$ cat src/rtl/mips_ext_pkg.sv
// Shared encodings for the immediate-extension pipeline.
//   ext_mode_e  : per-transaction extension mode (2 bits)
//   ext_state_e : output-stage occupancy FSM (2 bits)
package mips_ext_pkg;
  localparam int MODE_W = 2;
  localparam int ST_W   = 2;

  typedef enum logic [MODE_W-1:0] {
    EXT_ZERO  = 2'b00,
    EXT_SIGN  = 2'b01,
    EXT_UPPER = 2'b10,
    EXT_RSVD  = 2'b11
  } ext_mode_e;

  typedef enum logic [ST_W-1:0] {
    ST_EMPTY = 2'd0,
    ST_ONE   = 2'd1,
    ST_FULL  = 2'd2
  } ext_state_e;
endpackage

$ cat src/rtl/imm_extend_comb.sv
// Pure combinational immediate extender.
// Ports:
//   imm_i      : IMM_W-bit raw immediate
//   mode_i     : extension mode (ext_mode_e encoding)
//   data_o     : DATA_W-bit extended operand
//   bad_mode_o : mode was the reserved encoding
module imm_extend_comb
  import mips_ext_pkg::*;
#(
  parameter int IMM_W  = 16,
  parameter int DATA_W = 32
) (
  input  logic [IMM_W-1:0]  imm_i,
  input  logic [MODE_W-1:0] mode_i,
  output logic [DATA_W-1:0] data_o,
  output logic              bad_mode_o
);
  logic [DATA_W-1:0] zext;

  // Zero extension is the base; the other modes are derived from it.
  assign zext = {{(DATA_W-IMM_W){1'b0}}, imm_i};

  always_comb begin
    data_o     = zext;
    bad_mode_o = 1'b0;
    case (ext_mode_e'(mode_i))
      EXT_ZERO:  data_o = zext;
      EXT_SIGN:  data_o = {{(DATA_W-IMM_W){imm_i[IMM_W-1]}}, imm_i};
      EXT_UPPER: data_o = zext << (DATA_W-IMM_W);
      EXT_RSVD:  begin
        // Reserved mode still yields a usable (zero-extended) value; the
        // flag lets the consumer raise an illegal-instruction condition.
        data_o     = zext;
        bad_mode_o = 1'b1;
      end
      default:   data_o = zext;
    endcase
  end
endmodule

$ cat src/rtl/imm_extend_pipe.sv
// Registered immediate extender with valid/ready on both sides and a
// 2-entry (OUT + skid) buffer so in_ready comes straight from a flop.
// Optional macro IMM_EXT_STATS_EN adds a saturating accept counter.
// Ports:
//   clk, reset            : clock, synchronous active-high reset
//   in_valid/in_ready     : upstream handshake (in_ready registered)
//   in_imm/in_mode/in_tag : immediate, extension mode, sideband tag
//   out_valid/out_ready   : downstream handshake
//   out_data/out_tag      : extended operand and its tag
//   out_bad_mode          : transaction used the reserved mode
//   ext_count             : accepted-transaction count (IMM_EXT_STATS_EN only)
module imm_extend_pipe
  import mips_ext_pkg::*;
#(
  parameter int IMM_W  = 16,
  parameter int DATA_W = 32,
  parameter int TAG_W  = 5
) (
  input  logic              clk,
  input  logic              reset,
  input  logic              in_valid,
  output logic              in_ready,
  input  logic [IMM_W-1:0]  in_imm,
  input  logic [1:0]        in_mode,
  input  logic [TAG_W-1:0]  in_tag,
  output logic              out_valid,
  input  logic              out_ready,
  output logic [DATA_W-1:0] out_data,
  output logic [TAG_W-1:0]  out_tag,
  output logic              out_bad_mode
`ifdef IMM_EXT_STATS_EN
  ,
  output logic [15:0]       ext_count
`endif
);
  ext_state_e        state_q, state_d;
  logic              in_ready_q;
  logic [DATA_W-1:0] out_data_q, skd_data_q, new_data;
  logic [TAG_W-1:0]  out_tag_q, skd_tag_q;
  logic              out_bad_q, skd_bad_q, new_bad;
  logic              acc, drain, load_out, load_skd, skd_to_out;

  // Extension happens before the registers: no in->out combinational path.
  imm_extend_comb #(.IMM_W(IMM_W), .DATA_W(DATA_W)) u_ext (
    .imm_i      (in_imm),
    .mode_i     (in_mode),
    .data_o     (new_data),
    .bad_mode_o (new_bad)
  );

  assign acc   = in_valid && in_ready_q;
  assign drain = (state_q != ST_EMPTY) && out_ready;

  always_comb begin
    state_d    = state_q;
    load_out   = 1'b0;
    load_skd   = 1'b0;
    skd_to_out = 1'b0;
    case (state_q)
      ST_EMPTY: if (acc) begin
        state_d  = ST_ONE;
        load_out = 1'b1;
      end
      ST_ONE: begin
        if (acc && drain) begin
          load_out = 1'b1;
        end else if (acc) begin
          state_d  = ST_FULL;
          load_skd = 1'b1;
        end else if (drain) begin
          state_d  = ST_EMPTY;
        end
      end
      ST_FULL: if (drain) begin
        state_d    = ST_ONE;
        skd_to_out = 1'b1;
      end
      default: state_d = ST_EMPTY;
    endcase
  end

  always_ff @(posedge clk) begin
    if (reset) begin
      state_q    <= ST_EMPTY;
      in_ready_q <= 1'b0;
      out_data_q <= '0;
      out_tag_q  <= '0;
      out_bad_q  <= 1'b0;
      skd_data_q <= '0;
      skd_tag_q  <= '0;
      skd_bad_q  <= 1'b0;
    end else begin
      state_q    <= state_d;
      // in_ready is a look-ahead of next state, so it is a plain flop output.
      in_ready_q <= (state_d != ST_FULL);
      if (load_out) begin
        out_data_q <= new_data;
        out_tag_q  <= in_tag;
        out_bad_q  <= new_bad;
      end else if (skd_to_out) begin
        out_data_q <= skd_data_q;
        out_tag_q  <= skd_tag_q;
        out_bad_q  <= skd_bad_q;
      end
      if (load_skd) begin
        skd_data_q <= new_data;
        skd_tag_q  <= in_tag;
        skd_bad_q  <= new_bad;
      end
    end
  end

  assign in_ready     = in_ready_q;
  assign out_valid    = (state_q != ST_EMPTY);
  assign out_data     = out_data_q;
  assign out_tag      = out_tag_q;
  assign out_bad_mode = out_bad_q;

`ifdef IMM_EXT_STATS_EN
  logic [15:0] ext_count_q;

  always_ff @(posedge clk) begin
    if (reset)                            ext_count_q <= '0;
    else if (acc && (ext_count_q != '1))  ext_count_q <= ext_count_q + 16'd1;
  end

  assign ext_count = ext_count_q;
`endif
endmodule

$ cat config.mk
export PLATFORM = sky130hd
export DESIGN_NAME = imm_extend_pipe
export DESIGN_NICKNAME = d
export VERILOG_FILES = /design/src/rtl/mips_ext_pkg.sv /design/src/rtl/imm_extend_comb.sv /design/src/rtl/imm_extend_pipe.sv
export SDC_FILE = /design/constraint.sdc
export NUM_CORES = 1
export LEC_CHECK = 0
export CAP_MARGIN = 20
export CORE_ASPECT_RATIO = 0.75
export CORE_MARGIN = 2
export CORE_UTILIZATION = 56
export DETAILED_ROUTE_END_ITERATION = 12
export PLACE_DENSITY = 0.86
export SLEW_MARGIN = 20
export SYNTH_ARGS = -nofsm -noshare
export SYNTH_HDL_FRONTEND = slang
export SYNTH_SLANG_ARGS = --single-unit
$ cat constraint.sdc
create_clock -name clk -period 3.7 [get_ports clk]
set_clock_uncertainty 0.15 [all_clocks]
set_input_delay 0.555 -clock clk [delete_from_list [all_inputs] [get_ports clk]]
set_output_delay 0.555 -clock clk [all_outputs]
set_load 0.05 [all_outputs]
==> metrics.csv, run 1 <==
stage,metric,value,unit
yosys,register area share after synthesis,44.0,%
cells_and_area,nets,483,
cells_and_area,fill cell count,511,
floorplanning,chip height,73.4,um
timing,final hold violation count,0,
route,drc violations,0,
worst_hold_path,min-delay src,skd_data_q[4],
power,Pwr Total,1.92,mW
clock_network,CTS max path bufs,2,
critical_path,r2r setup slk,1580,ps
run_status,status,"complete, no violations",
timing,min Tclk post-route,2490,ps
route,Avg WL per Cell,16.2,um
grt,global routing's busiest layer,met2,
critical_path,crit path launch type,flop,
grt,GR Util met1,35.1,%
yosys,Mapped Area,0.00359,sq mm
clock_network,TritonCTS clock tree,built,
yosys,Synth Flop Type,dfxtp_1,
timing,Slew headroom,32.3,%
route,total wire length,8720,um
critical_path,crit path launch,state_q[1],
placed_design,final HPWL from detailed placement,5380,um
power,Leak,1.40,nW
yosys,ys async rst share,0,%
yosys,count of cell types in the netlist,24,
clock_network,worst skew pair latency,350,ps
route,Iter 0 DRT Violations,306,
critical_path,"slowest stage delay, CP",790,ps
critical_path,Worst EP arrival,1790,ps
grt,total gr overflow,0,
route,Vias/cell,5.81,
job,max-cap viol count,0,
cells_and_area,Layout Cells excl Fill,539,
cells_and_area,Final Core Density,69.9,%
critical_path,crit path max-delay cell type,clkdlybuf4s50_1,
yosys,Yosys reg bits,79,
critical_path,worst path cell trace,or2_2 -> clkdlybuf4s50_1,
clock_network,Clock Sinks,79,
clock_network,H-tree lvl count,3,
clock_network,"Hold-fix buffers, CTS",0,
grt,first-pass GRT wire length,14100,um
critical_path,worst path buffer plus inverter count,1,
grt,initial antenna violation count,0,
critical_path,Crit Path Class,flop to output pin,
power,Worst VDD drop,259,uV
cells_and_area,final instance area,0.00437,sq mm
floorplanning,Starting Density,57.4,%
route,Routed Antenna Nets,0,
cells_and_area,antenna fix cells,0,
clock_network,post-cts resize count,0,
timing,Final Setup Violations,0,
timing,Slew Limit Fails,0,
grt,GRT Total Usage,25.8,%
floorplanning,area of the core,0.00626,sq mm
floorplanning,die area,0.00708,sq mm
grt,met3 Usage GRT,6.67,%
timing,unrepaired setup endpoints after global routing,no,
yosys,top-area cell type share of the netlist area,44.0,%
yosys,synth top area cells,"dfxtp_1 44%, a311oi_2 16%, nand2_1 11%",
yosys,Syn. warnings,0,
yosys,Syn Nets,442,
floorplanning,Die X,96.5,um
clock_network,Root Driver,clkbuf_8,
worst_hold_path,Tightest Hold Check Type,flop to flop,
timing,Worst-Margin Slew,1020,ps
grt,largest net degree at the start of global routing,80,
yosys,Post-Syn Instances,412,
critical_path,Critical Path RT,2990,ps
critical_path,crit-path leading delay family,buffers and inverters,
power,Pwr per Cell Area,440,mW/mm^2
clock_network,Post-CTS Setup Bufs,0,
timing,final worst path period share,67.3,%
clock_network,Num CTS Buffers,9,
placed_design,final RePlAce weighted congestion,0.769,
floorplanning,I/O pins,67,
critical_path,CP max FO,8,
timing,fmax,402,MHz
placed_design,placed cell count,523,
placed_design,port bufs,66,
grt,number of global-route vias before repair,2930,
clock_network,clk slew on worst S/H paths,80,ps
route,DR vias,3133,
cells_and_area,layout cells sized above 1,14.0,%
critical_path,CP Capture Type,output pin,
floorplanning,num rows,25,
yosys,cell taking the most area after synthesis,dfxtp_1,
yosys,Post-synth EDFFs,0,
grt,M2 GR Usage,39.7,%
timing,setup tns final,0,ps
critical_path,launching point of the worst reg2reg path,state_q[0],
cells_and_area,Layout area overhead,21.8,%
yosys,syn avg cell area,8.72,sq um
route,1st-pass router iterations,6,
placed_design,DP Area,0.00418,sq mm
area by class of cell:
type,count,area [sq um],area share [%]
flip-flops and latches,79,1580,36.2
inverters,3,11.3,0.257
well taps,81,101,2.32
repair buffers,70,688,15.7
clock inverters,4,45.0,1.03
clock buffers,12,145,3.32
multi-input cells,290,1800,41.2
logic make-up after synthesis:
group / synth area share [%]
compound gates: 27.0
fa+ha+maj: 1.05
flops: 44.0
buf+inv: 6.10
simple gates: 21.0
mux: 0.871
per-stage QoR:
stage,hold WS (ps),worst slack [ps]
finish,310,1210
global route,322,1130
CTS,307,1180
detailed placement,297,961
global placement,292,1010
floorplan,287,1640
synthesized netlist by cell type, types with 2 or more instances:
cell type	number
a211oi_1	15
a21oi_1	54
a311oi_2	38
ha_1	3
or3_1	2
nand2_1	105
nor2_1	26
nand2b_1	2
or2_2	3
nand3_1	16
buf_6	5
inv_1	3
nor2b_1	18
mux2i_1	2
dfxtp_1	79
buf_2	13
clkbuf_1	21
sequential cells by signal (all words and copies together) (netlist names):
name and count:
out_data 32, skd_data_q 32, out_tag 5, skd_tag_q 5, state_q 2, in_ready 1
out_bad_mode 1, skd_bad_q 1
worst reg2reg max path, stage by stage, from the launching register on:
cell and delay, ps:
dfxtp_1 390, nor2b_1 170, or3_2 120, buf_4 730, nor2b_1 180, a311oi_2 290
cell usage in the layout (no fill, tap or decap), types with 2 or more instances in the layout:
cell type,n
a211oi_1,15
a21oi_1,54
a311oi_2,38
buf_4,5
clkbuf_1,2
clkbuf_8,10
clkdlybuf4s50_1,65
clkinv_2,3
dfxtp_1,79
ha_1,3
inv_1,3
mux2i_1,2
nand2_1,105
nand2b_1,2
nand3_1,16
nor2_1,25
nor2b_1,18
or2_2,3
path summary, 6_finish.rpt:
| check | endpoint | cells after the start |
|---|---|---|
| hold / removal | skd_data_q[4] | 2 |
| hold reg to reg | skd_data_q[4] | 2 |
| setup / recovery | out_valid | 2 |
| setup reg to reg | out_data[28] | 5 |
report_power, final:
part | internal (mW) | total, mW | switching, mW
sequential | 0.888 | 0.911 | 0.0233
clock | 0.328 | 0.636 | 0.308
combinational | 0.135 | 0.377 | 0.242
total | 1.35 | 1.92 | 0.573
layer usage:
layer,up-vias,part of all wire (%)
met2,110,47
met3,18,6.9
li1,1512,-
met5,-,0
met4,0,1.8
met1,1493,44
No activity file was read; power rests on OpenSTA's default activity.
==> run 2, diff against run 1 <==
CORE_UTILIZATION = 47   (was 56)
PLACE_DENSITY = 0.77   (was 0.86)
clock period = 2.1 ns   (was 3.7 ns; I/O delays follow)
==> metrics.csv, run 2 (synthesis results as in run 1) <==
stage,metric,value,unit,change
floorplanning,Starting Density,48.8,%,-8.6 points
route,total wire length,9050,um,+3.7%
critical_path,Crit Path Class,flop to output pin,,
power,Flop pwr share,47.6,%,+0.2 points
route,Routed Antenna Nets,0,,unchanged
grt,largest net degree at the start of global routing,77,,-3.8%
critical_path,Critical Path RT,1630,ps,-1360 ps
critical_path,RR Endpoint,out_data[6],,
timing,Worst-Margin Slew,508,ps,-508 ps
cells_and_area,layout cells sized above 1,18.9,%,+4.9 points
critical_path,crit path max-delay cell type,clkdlybuf4s50_1,,
worst_hold_path,sink of the worst hold path,skd_data_q[31],,
critical_path,r2r setup slk,280,ps,-1300 ps
worst_hold_path,Tightest Hold Check Type,input port to flop,,
clock_network,H-tree lvl count,3,,unchanged
clock_network,Clock Sinks,79,,unchanged
placed_design,post-place setup slack,-226,ps,-1190 ps
timing,fmax,489,MHz,
floorplanning,area of the core,0.00736,sq mm,+18%
run_status,status,"complete, no violations",,
floorplanning,chip height,79.7,um,+8.7%
critical_path,Worst EP arrival,1580,ps,-210 ps
clock_network,CTS max path bufs,2,,unchanged
power,Cell Int Power,2.28,mW,+69%
critical_path,"slowest stage delay, CP",830,ps,+40 ps
cells_and_area,"commonest non-fill, non-tap cell in the layout",nand2_1,,
clock_network,Post-CTS Setup Bufs,0,,unchanged
cells_and_area,fill cell count,654,,+28%
placed_design,placed cell count,566,,+8.2%
clock_network,Root Driver,clkbuf_8,,
critical_path,CP Capture Type,output pin,,
grt,total gr overflow,0,,unchanged
placed_design,final RePlAce weighted congestion,0.811,,+5.4%
critical_path,worst path cell trace,clkdlybuf4s50_1,,
placed_design,final HPWL from detailed placement,6080,um,+13%
clock_network,clk slew on worst S/H paths,90,ps,about the same
cells_and_area,Layout Cells excl Fill,582,,+8.0%
grt,number of global-route vias before repair,2992,,+2.1%
cells_and_area,nets,506,,+4.8%
floorplanning,die area,0.00837,sq mm,+18%
power,combinational power share,21.1,%,+1.5 points
timing,final hold violation count,0,,unchanged
power,Leak,1.52,nW,+9.1%
timing,unrepaired setup endpoints after global routing,no,,
critical_path,crit path launch type,flop,,
timing,Slew headroom,66.1,%,+34 points
route,1st-pass router iterations,5,,-1
grt,initial antenna violation count,0,,unchanged
cells_and_area,Layout area overhead,29.0,%,
cells_and_area,most frequent cells in the layout,"105 x nand2_1, 79 x dfxtp_1, 64 x clkdlybuf4s50_1",,
clock_network,post-cts resize count,0,,unchanged
route,Avg WL per Cell,15.5,um,-3.9%
timing,final worst slack,53.4,ps,-1160 ps
grt,GRT Total Usage,22.4,%,-3.3 points
route,drc violations,0,,unchanged
critical_path,CP max FO,2,,-6
worst_hold_path,hold path cells,2,,unchanged
critical_path,crit-path leading delay family,buffers and inverters,,
timing,final worst path period share,97.5,%,
timing,min Tclk post-route,2050,ps,
route,DR vias,3219,,+2.7%
floorplanning,Die X,105,um,+8.8%
route,Iter 0 DRT Violations,178,,-42%
critical_path,launching point of the worst reg2reg path,state_q[0],,
power,Worst VDD drop,414,uV,+60%
placed_design,port bufs,66,,unchanged
grt,first-pass GRT wire length,14800,um,+5.2%
worst_hold_path,min-delay src,reset,,
route,Vias/cell,5.53,,-4.8%
critical_path,Reg2Reg Depth,5,,unchanged
critical_path,worst path buffer plus inverter count,1,,unchanged
timing,Slew Limit Fails,0,,unchanged
timing,Final Setup Violations,0,,unchanged
job,max-cap viol count,0,,unchanged
power,switching part of the total power,32.3,%,+2.5 points
power,Pwr per Cell Area,727,mW/mm^2,+65%
clock_network,worst skew pair latency,360,ps,about the same
cells_and_area,antenna fix cells,0,,unchanged
floorplanning,I/O pins,67,,unchanged
clock_network,"Hold-fix buffers, CTS",0,,unchanged
power,Clock power frac,31.3,%,-1.7 points
power,Sw Pwr,1.09,mW,+90%
clock_network,TritonCTS clock tree,built,,
floorplanning,num rows,27,,+8.0%
clock_network,Num CTS Buffers,9,,unchanged
run 2: how the worst max path moves through the flow:
stage,start,end,cells past startpoint
after floorplan,in_ready,out_tag[2],7
after global placement,in_mode[0],out_data[19],6
after detailed placement,in_mode[0],out_data[26],6
after CTS,out_data[29],out_data[29],1
after global routing,out_data[29],out_data[29],1
final,out_data[29],out_data[29],1
run 2: metal layers:
metal  wire, um  vias to the layer above  GRT usage [%]
li1           -                     1555              -
met1       4300                     1539           31.2
met2       4060                      110           34.5
met3        557                       15           5.80
met4        131                        0           6.53
met5          0                        -              0
run 2: power groups by stage:
| stage | registers (mW) | clock network [mW] | logic, mW |
|---|---|---|---|
| after floorplan | 1.82 | 0 | 0.269 |
| after global placement | 1.64 | 0 | 0.700 |
| after detailed placement | 1.64 | 0 | 0.708 |
| after CTS | 1.60 | 1.07 | 0.711 |
| after global routing | 1.61 | 1.15 | 0.751 |
| final | 1.60 | 1.05 | 0.711 |
run 2: final cells by class:
class                   instances  area (sq um)  share of cell area (%)
well taps                     101           126                    2.73
clock inverters                 7          56.3                    1.21
inverters                       3          11.3                   0.243
multi-input cells             290          1800                    38.9
flip-flops and latches         79          1580                    34.1
repair buffers                 93           933                    20.1
clock buffers                   9           124                    2.67
run 2: through the flow:
| step | util [%] | power [mW] | TNS [ps] | hold slack, ps | cell area (sq um) |
|---|---|---|---|---|---|
| global route | 62.9 | 3.51 | 0 | 147 | 4640 |
| floorplan | - | 2.09 | 0 | 287 | 3590 |
| global placement | 60.5 | 2.34 | -4920 | 292 | 4450 |
| CTS | 62.9 | 3.38 | 0 | 151 | 4630 |
| detailed placement | 60.5 | 2.35 | -6540 | 298 | 4450 |
| finish | 62.9 | 3.37 | 0 | 166 | 4640 |
